$ cat config.mk
export PLATFORM = sky130hd
export DESIGN_NAME = motor_pwm_driver_flat
export DESIGN_NICKNAME = d
export VERILOG_FILES = /design/src/rtl/motor_pwm_driver_if.sv /design/src/rtl/motor_pwm_driver.sv /design/src/flat_wrapper.sv
export SDC_FILE = /design/constraint.sdc
export NUM_CORES = 1
export LEC_CHECK = 0
export BUFFER_PORTS_ARGS = -buffer_cell sky130_fd_sc_hd__buf_2
export CORE_AREA = 5 5 120 88
export DETAILED_ROUTE_END_ITERATION = 7
export DIE_AREA = 0 0 125 93
export GPL_ROUTABILITY_DRIVEN = 0
export HOLD_SLACK_MARGIN = 0.1
export PLACE_DENSITY = 0.82
export SETUP_SLACK_MARGIN = 0.4
export SLEW_MARGIN = 20
export SYNTH_ARGS = -nofsm -noshare
export SYNTH_HDL_FRONTEND = slang
export SYNTH_SLANG_ARGS = --single-unit
$ cat constraint.sdc
create_clock -name clk -period 8.9 [get_ports clk]
set_input_delay 1.335 -clock clk [delete_from_list [all_inputs] [get_ports clk]]
set_output_delay 1.335 -clock clk [all_outputs]
set_load 0.02 [all_outputs]
$ cat src/rtl/motor_pwm_driver_if.sv
// motor_pwm_driver_if
//   Bundles the seguidor_linea level commands and the L298N pin set.
//   master : command source / pin observer (ENA, IN1, ENB, IN3 driven)
//   slave  : motor_pwm_driver (commands in, bridge pins out)
//   Commands: ENA/IN1 motor A enable/direction, ENB/IN3 motor B enable/direction.
//   Pins:     pwm_a/in1_a/in2_a bridge A, pwm_b/in3_b/in4_b bridge B.
interface motor_pwm_driver_if;
    logic ENA;
    logic IN1;
    logic ENB;
    logic IN3;
    logic pwm_a;
    logic in1_a;
    logic in2_a;
    logic pwm_b;
    logic in3_b;
    logic in4_b;

    modport master (
        output ENA, IN1, ENB, IN3,
        input  pwm_a, in1_a, in2_a, pwm_b, in3_b, in4_b
    );

    modport slave (
        input  ENA, IN1, ENB, IN3,
        output pwm_a, in1_a, in2_a, pwm_b, in3_b, in4_b
    );
endinterface

$ cat src/rtl/motor_pwm_driver.sv
// motor_pwm_driver
//   Turns level motor commands into L298N drive with a soft duty ramp and
//   safe reversal (ramp down, dead time with both direction pins low, re-drive).
//   Ports: clk, reset (async, active high), bus (motor_pwm_driver_if.slave).
//   Parameters: PWM_BITS, MAX_DUTY, RAMP_STEP, DEAD_CYCLES.
//   Optional macro MOTOR_BRAKE_EN: a channel that stops from RUN brakes
//   (pwm=in1=in2=1) until re-enabled; otherwise STOP always coasts.

// One bridge channel; both channels share the PWM counter from the top.
module motor_pwm_channel #(
    parameter int PWM_BITS    = 8,
    parameter int MAX_DUTY    = 200,
    parameter int RAMP_STEP   = 40,
    parameter int DEAD_CYCLES = 16
) (
    input  logic                clk,
    input  logic                reset,
    input  logic [PWM_BITS-1:0] cnt_n,
    input  logic                wrap,
    input  logic                en_cmd,
    input  logic                dir_cmd,
    output logic                pwm,
    output logic                out_p,
    output logic                out_n
);
    localparam int DW = $clog2(DEAD_CYCLES + 1);
    localparam logic [PWM_BITS-1:0] MAX_W  = PWM_BITS'(MAX_DUTY);
    localparam logic [PWM_BITS-1:0] STEP_W = PWM_BITS'(RAMP_STEP);
    localparam logic [DW-1:0]       DEAD_W = DW'(DEAD_CYCLES);

    typedef enum logic [1:0] {STOP, RUN, RAMPDN, DEAD} state_t;

    state_t              state, state_n;
    logic                en_s1, en_s, dir_s1, dir_s;
    logic                dir, dir_n;
    logic                brake, brake_n;
    logic [PWM_BITS-1:0] duty, duty_n, target, diff, step_duty;
    logic [DW-1:0]       dead, dead_n;
    logic                drv_n, brk_n;

    always_comb begin
        state_n = state;
        dir_n   = dir;
        dead_n  = dead;
        brake_n = brake;
        case (state)
            STOP: begin
                if (en_s) begin
                    state_n = RUN;
                    dir_n   = dir_s;
                    brake_n = 1'b0;
                end
            end
            RUN: begin
                if (en_s && (dir_s != dir)) begin
                    state_n = RAMPDN;
                end else if (!en_s && (duty == '0)) begin
                    state_n = STOP;
`ifdef MOTOR_BRAKE_EN
                    brake_n = 1'b1;
`endif
                end
            end
            RAMPDN: begin
                if (duty == '0) begin
                    state_n = DEAD;
                    dead_n  = DEAD_W;
                end
            end
            DEAD: begin
                // Leaving on the clock the count would hit zero keeps the
                // direction pins low for exactly DEAD_CYCLES clocks.
                dead_n = dead - DW'(1);
                if (dead <= DW'(1)) begin
                    state_n = en_s ? RUN : STOP;
                    dir_n   = dir_s;
                    dead_n  = '0;
                end
            end
            default: state_n = STOP;
        endcase

        // Target follows the next state so a wrap coinciding with a RUN->RAMPDN
        // transition never steps the duty upward.
        target = ((state_n == RUN) && en_s) ? MAX_W : '0;

        if (target > duty) begin
            diff      = target - duty;
            step_duty = duty + ((diff > STEP_W) ? STEP_W : diff);
        end else begin
            diff      = duty - target;
            step_duty = duty - ((diff > STEP_W) ? STEP_W : diff);
        end
        duty_n = wrap ? step_duty : duty;

        drv_n = (state_n == RUN) || (state_n == RAMPDN);
        brk_n = (state_n == STOP) && brake_n;
    end

    always_ff @(posedge clk or posedge reset) begin
        if (reset) begin
            en_s1  <= 1'b0;
            en_s   <= 1'b0;
            dir_s1 <= 1'b0;
            dir_s  <= 1'b0;
            state  <= STOP;
            dir    <= 1'b0;
            brake  <= 1'b0;
            duty   <= '0;
            dead   <= '0;
            pwm    <= 1'b0;
            out_p  <= 1'b0;
            out_n  <= 1'b0;
        end else begin
            en_s1  <= en_cmd;
            en_s   <= en_s1;
            dir_s1 <= dir_cmd;
            dir_s  <= dir_s1;
            state  <= state_n;
            dir    <= dir_n;
            brake  <= brake_n;
            duty   <= duty_n;
            dead   <= dead_n;
            // Outputs are built from next-state values so they line up with
            // the registered counter and add only one clock to the sync delay.
            pwm    <= (drv_n && (cnt_n < duty_n)) || brk_n;
            out_p  <= (drv_n && dir_n) || brk_n;
            out_n  <= (drv_n && !dir_n) || brk_n;
        end
    end
endmodule

module motor_pwm_driver #(
    parameter int PWM_BITS    = 8,
    parameter int MAX_DUTY    = 200,
    parameter int RAMP_STEP   = 40,
    parameter int DEAD_CYCLES = 16
) (
    input  logic               clk,
    input  logic               reset,
    motor_pwm_driver_if.slave  bus
);
    logic [PWM_BITS-1:0] cnt, cnt_n;
    logic                wrap;

    assign cnt_n = cnt + PWM_BITS'(1);
    assign wrap  = (cnt == '1);

    always_ff @(posedge clk or posedge reset) begin
        if (reset) cnt <= '0;
        else       cnt <= cnt_n;
    end

    motor_pwm_channel #(
        .PWM_BITS(PWM_BITS), .MAX_DUTY(MAX_DUTY),
        .RAMP_STEP(RAMP_STEP), .DEAD_CYCLES(DEAD_CYCLES)
    ) u_ch_a (
        .clk(clk), .reset(reset), .cnt_n(cnt_n), .wrap(wrap),
        .en_cmd(bus.ENA), .dir_cmd(bus.IN1),
        .pwm(bus.pwm_a), .out_p(bus.in1_a), .out_n(bus.in2_a)
    );

    motor_pwm_channel #(
        .PWM_BITS(PWM_BITS), .MAX_DUTY(MAX_DUTY),
        .RAMP_STEP(RAMP_STEP), .DEAD_CYCLES(DEAD_CYCLES)
    ) u_ch_b (
        .clk(clk), .reset(reset), .cnt_n(cnt_n), .wrap(wrap),
        .en_cmd(bus.ENB), .dir_cmd(bus.IN3),
        .pwm(bus.pwm_b), .out_p(bus.in3_b), .out_n(bus.in4_b)
    );
endmodule

$ cat src/flat_wrapper.sv
// flat-port wrapper written by rule: the top's interface ports become plain ports
module motor_pwm_driver_flat 
#(
    parameter int PWM_BITS    = 8,
    parameter int MAX_DUTY    = 200,
    parameter int RAMP_STEP   = 40,
    parameter int DEAD_CYCLES = 16
)
  (clk, reset, bus_ENA, bus_IN1, bus_ENB, bus_IN3, bus_pwm_a, bus_in1_a, bus_in2_a, bus_pwm_b, bus_in3_b, bus_in4_b);
  motor_pwm_driver_if bus_i ();
  input  logic clk;
  input  logic reset;
  input wire logic [$bits(bus_i.ENA)-1:0] bus_ENA;
  input wire logic [$bits(bus_i.IN1)-1:0] bus_IN1;
  input wire logic [$bits(bus_i.ENB)-1:0] bus_ENB;
  input wire logic [$bits(bus_i.IN3)-1:0] bus_IN3;
  output wire logic [$bits(bus_i.pwm_a)-1:0] bus_pwm_a;
  output wire logic [$bits(bus_i.in1_a)-1:0] bus_in1_a;
  output wire logic [$bits(bus_i.in2_a)-1:0] bus_in2_a;
  output wire logic [$bits(bus_i.pwm_b)-1:0] bus_pwm_b;
  output wire logic [$bits(bus_i.in3_b)-1:0] bus_in3_b;
  output wire logic [$bits(bus_i.in4_b)-1:0] bus_in4_b;
  assign bus_i.ENA = bus_ENA;
  assign bus_i.IN1 = bus_IN1;
  assign bus_i.ENB = bus_ENB;
  assign bus_i.IN3 = bus_IN3;
  assign bus_pwm_a = bus_i.pwm_a;
  assign bus_in1_a = bus_i.in1_a;
  assign bus_in2_a = bus_i.in2_a;
  assign bus_pwm_b = bus_i.pwm_b;
  assign bus_in3_b = bus_i.in3_b;
  assign bus_in4_b = bus_i.in4_b;
  motor_pwm_driver #(.PWM_BITS(PWM_BITS), .MAX_DUTY(MAX_DUTY), .RAMP_STEP(RAMP_STEP), .DEAD_CYCLES(DEAD_CYCLES)) u_core (.clk(clk), .reset(reset), .bus(bus_i));
endmodule
# After elaboration in Yosys (flattened, before gate mapping)
# Index checks and enable logic that the tools add are counted.
# totals
word_cells,137
input_bits,6
output_inout_bits,6
ff_bits,56
# op_classes
n_eq_ne,15
n_reduce_logical,36
n_mux,40
n_lt_le_gt_ge,10
n_addsub,11
# ops
operator,n
$mux 8,10
$sub 8x8->8,6
$gt 8x6->1 const B,4
$mux 2,10
$mux 5,4
$pmux 5 s2,2
$add 8x8->8,2
$gt 8x8->1,2
$logic_not 8->1,2
$lt 8x8->1,2
$pmux 2 s4,2
$logic_and 1x1->1,14
$eq 2x2->1 const B,6
$le 5x1->1 const B,2
$mux 1,10
$sub 5x1->5 const B,2
$add 8x1->8 const B,1
$eq 2x1->1 const B,4
$eq 8x8->1 const B,1
$logic_not 2->1,4
$logic_or 1x1->1,8
$logic_not 1->1,4
$ne 2x2->1 const B,2
$pmux 1 s2,2
other kinds (3),6

# Longest topological paths before layout
# depth
ltp_word,17
ltp_mapped,37
mapped_depth_nobuf,34

# Modules after synthesis
# From an unflattened synthesis, not the netlist that was laid out.
# unflattened
cells_unflattened,587
area_unflattened_um2,5170.0
# modules_own_cells
mod,area_per_inst_um2,instances,seq_area_each_um2,cells_each
motor_pwm_channel (u_core.u_ch_a),2497.4,1,600.6,284
motor_pwm_channel (u_core.u_ch_b),2344.7,1,600.6,276
motor_pwm_driver,327.8,1,200.2,27

# Least setup slack after synthesis
# No wires, ideal clock.
# synth_timing
path_type,flip-flop to flip-flop
startpoint,register u_core.u_ch_b.duty[1]
endpoint,register u_core.u_ch_b.pwm
setup_time_ns,0.110
synth_period_minus_slack_ns,6.695
t_arrival_ns,6.585
t_required_ns,8.790
path_stages_with_launch,34
slack_ns,2.205
n_path_buf,3
path_cell_list,dfrtp_1 buf_6 inv_1 ha_1 buf_2 nor2b_1 nand2_1 nor4_2 nand2_1 a311o_1 nand2_1 nand3_1 ha_1 nand2_1 inv_1 ha_1 buf_2 nor4b_4 nor2_1 nor3_1 a311oi_2 or3_4 inv_2 a22oi_1 ha_1 nor2b_1 o21ai_0 a21oi_1 o41ai_1 mux4_1 and2_1 ha_1 nor2b_1 o41ai_1
# synth_between
elab_chain_cells,17
elab_cells_between_ends,27
cone_classes,4 x add/sub; 4 x order compare; 2 x eq/ne; 9 x mux; 8 x reduce/logical
# synth_lines
element,line_no,text
"start, declared",motor_pwm_driver.sv:37,"logic [PWM_BITS-1:0] duty, duty_n, target, diff, step_duty;"
"start signal, assigned",motor_pwm_driver.sv:122,duty <= duty_n;
$logic_not 8->1 (*),"motor_pwm_driver.sv:57, motor_pwm_driver.sv:65",
$logic_and 1x1->1,motor_pwm_driver.sv:57,end else if (!en_s && (duty == '0)) begin
$mux 2,motor_pwm_driver.sv:57,
$mux 2,motor_pwm_driver.sv:55,if (en_s && (dir_s != dir)) begin
$pmux 2 s4 (*),motor_pwm_driver.sv:46,case (state)
net u_core.u_ch_b.state_n[0],motor_pwm_driver.sv:33,"state_t state, state_n;"
$eq 2x1->1,"motor_pwm_driver.sv:85, motor_pwm_driver.sv:96",
$logic_and 1x1->1,motor_pwm_driver.sv:85,target = ((state_n == RUN) && en_s) ? MAX_W : '0;
[... 2 more ...],n/a,
$gt 8x6->1 (on tied branches),"motor_pwm_driver.sv:92, motor_pwm_driver.sv:89",
$mux 8 (on tied branches),"motor_pwm_driver.sv:92, motor_pwm_driver.sv:89",
$sub 8x8->8 / $add 8x8->8 (equally long branches),"motor_pwm_driver.sv:92, motor_pwm_driver.sv:89",
$mux 8,motor_pwm_driver.sv:87,if (target > duty) begin
$mux 8,motor_pwm_driver.sv:94,duty_n = wrap ? step_duty : duty;
$lt 8x8->1,motor_pwm_driver.sv:126,pwm <= (drv_n && (cnt_n < duty_n)) || brk_n;
$logic_and 1x1->1,motor_pwm_driver.sv:126,
$logic_or 1x1->1 (*),motor_pwm_driver.sv:126,
"end signal, assigned",motor_pwm_driver.sv:126,
"end, declared",motor_pwm_driver.sv:22,"output logic pwm,"
# Mark *: on every way through the listed nets, which the timed path passes. The rest lies on a longest branch.
# A chain may end at the register's enable or synchronous reset.

# Worst setup path after layout
# Same ends and word-level chain as after synthesis.

==> run summary <==
Post-Synth XOR/XNOR Area: 7.08%
Critical Path Max Stage Delay: 0.68 ns
FF+latch count, synth: 56
Setup crit end kind: register
Min-delay worst type: reg2reg
Area Growth Syn to Fin: 5.43%
Post-Syn Area per Cell: 8.73 sq um
Crit path max fanout: 11
Vias per cell: 5.89
Top-area cell type share of the netlist area: 28.3%
I/O Pins: 12
Mux cell area share after synthesis: 3.44%
Drt initial violations: 307
Setup Viol. Count Final: 0
Drt first pass iters: 5
Mapped Cells: 567
Post-CTS Resized: 0
Clk_lat worst skew: 0.29 ns
Core box area: 9350 sq um
Power after layout: 1.61 mW
Initial antenna violation count: 0
Clk slew on worst S/H paths: 0.07 ns
Peak VDD IR: 0.000200 V
Adder-cell share of the synthesized area: 16.7%
WP data arrival: 8.08 ns
HPWL after detailed placement: 7990 microns
CTS tree: done
Top post-synthesis cells by area: dfrtp_1, ha_1, xnor2_1
CP max stage cell: mux4_1
Die area: 11600 sq um
Die Height: 93 microns
First-pass GRT wire length: 18000 microns
Post-synthesis compound-gate area fraction: 19.1%
Final min period: 7.91 ns
Max-slew violations: 0
Nets: 640
Most frequent cells in the layout: ha_1, dfrtp_1, inv_1, nand2_1
Synth unique cells: 80
Synth Flop Type: dfrtp_1
Commonest non-fill, non-tap cell in the layout: ha_1
Clock tree buffer depth: 2
CTS root buffer: clkbuf_16
CTS HTree Levels: 2
Vias: 4108
Startpoint Class: register
Routed WL per cell: 14.7 microns
Measured slew at the worst slew-check pin: 0.937 ns
Cell taking the most area after synthesis: dfrtp_1
Final hold vios: 0
Part of the cycle the worst path needs: 88.8%
Rows: 30
Post-synth EDFFs: 0
Port Buf Inserts: 11
GRT Residual Overflow: 0
Die X: 125 microns
Syn Nets: 638
Synth warn: 0
Ratio of cells with drive above 1 in the final layout: 7.89%
Critical Setup Path Class: reg2reg
Status: complete, no violations
Max-cap violation count: 0
Max frequency: 0.126 GHz
Vias in the first global route: 3910
CP required: 9.08 ns
Slew HR: 37.2%
DRC Markers: 0
Largest family of logic cells by synthesized area: compound AO/OA/AOI/OAI gates
Sequential area share after synthesis: 28.3%
Mapped cell area: 4950 sq um
Cts hold-fix bufs: 0
Clk sinks: 56
Initial Util: 53.0%
N_diodes: 0
Final WL: 10200 microns
Synth async-reset ratio: 100%
Total GRT Usage: 17.9%
Setup TNS: 0 ns
Clk_skew: 0.00524 ns
Synth Area in Simple Gates: 18.7%
RSZ-0062 raised after global routing: no
Leakage dissipation: 2.41 nW
Final hold slack: 0.353 ns
Largest net degree at the start of global routing: 57
Pwr dens: 309 nW/um^2
# Post-CTS Setup Buffers: 0
Antenna viol nets, final: 0
Most used cell, CP: ha_1
CTS Buf Count: 5
==> where the power goes <==
part	internal [mW]	leakage (nW)	switching (mW)
logic	0.459	1.59	0.599
registers	0.296	0.729	0.0369
clock network	0.134	0.0815	0.0898
==> per-layer routing <==
metal / part of all wire (%) / GRT usage [%]
met2: 46 / 30.1
met4: 1.2 / 2.89
met5: 0 / 0
met3: 4.8 / 2.57
met1: 48 / 25.1
==> worst max-delay path: cells and delay by family (launching register included) <==
family,cells,cell delay [ns]
DFF,1,0.51
and+or+nand+nor,14,2.79
buffers and inverters,3,0.39
muxes,1,0.68
adders and majority gates,5,1.66
AOI/OAI and AO/OA,7,1.76
==> cell usage after synthesis (11+ instances only) <==
cell type   n
nand2_1    51
nor2b_1    11
xnor2_1    26
xor2_1     14
nand3_1    14
mux2i_1    11
nor3_1     12
ha_1       63
o21ai_0    40
nor2_1     40
a21oi_1    35
inv_1      52
dfrtp_1    56
==> layout make-up <==
class,count,area [sq um]
clock buffer,6,129
clock inverter,2,38.8
fill,801,4130
inverter,53,199
multi-input combinational,440,3220
sequential,56,1400
tap,128,160
timing repair buffer,13,70.1
==> sequential cells by signal, indices dropped and copies added, names as in the netlist, 2 cells and up <==
name and cells:
u_core.cnt 8, u_core.u_ch_a.duty 8, u_core.u_ch_b.duty 8, u_core.u_ch_a.dead 5, u_core.u_ch_b.dead 5, u_core.u_ch_a.state 2, u_core.u_ch_b.state 2
==> final timing paths <==
| path | from | end | cells past startpoint | slack (ns) |
|---|---|---|---|---|
| setup / recovery | u_core.u_ch_b.duty[1] | u_core.u_ch_b.pwm | 30 | 0.99 |
| hold / removal | u_core.u_ch_a.en_s1 | u_core.u_ch_a.en_s | 0 | 0.35 |
| setup reg to reg | u_core.u_ch_b.duty[1] | u_core.u_ch_b.pwm | 30 | 0.99 |
| hold reg to reg | u_core.u_ch_a.en_s1 | u_core.u_ch_a.en_s | 0 | 0.35 |
| max in group asynchronous | reset | u_core.cnt[1] | 3 | 7.23 |
| min in group asynchronous | reset | u_core.u_ch_a.dead[3] | 3 | 1.22 |
==> metrics by stage <==
stage	worst slack, ns	area (sq um)	utilization [%]	std cells
5_1_grt	0.512	5220	55.9	698
4_1_cts	1.12	5220	55.9	698
3_3_place_gp	1.60	5050	54.1	690
2_1_floorplan	2.20	4950	-	567
6_report	0.995	5220	55.9	698
3_5_place_dp	1.11	5050	54.1	690
==> cells by family (layout without fill, tap and decap cells) <==
group | Yosys count | after routing
flip-flops | 56 | 56
adder cells (fa/ha/maj) | 65 | 65
multiplexers | 15 | 15
AO/OA/AOI/OAI | 143 | 143
buffers and inverters | 71 | 74
AND/OR/NAND/NOR | 177 | 177
XOR/XNOR | 40 | 40
No activity file was read; power rests on OpenSTA's default activity.
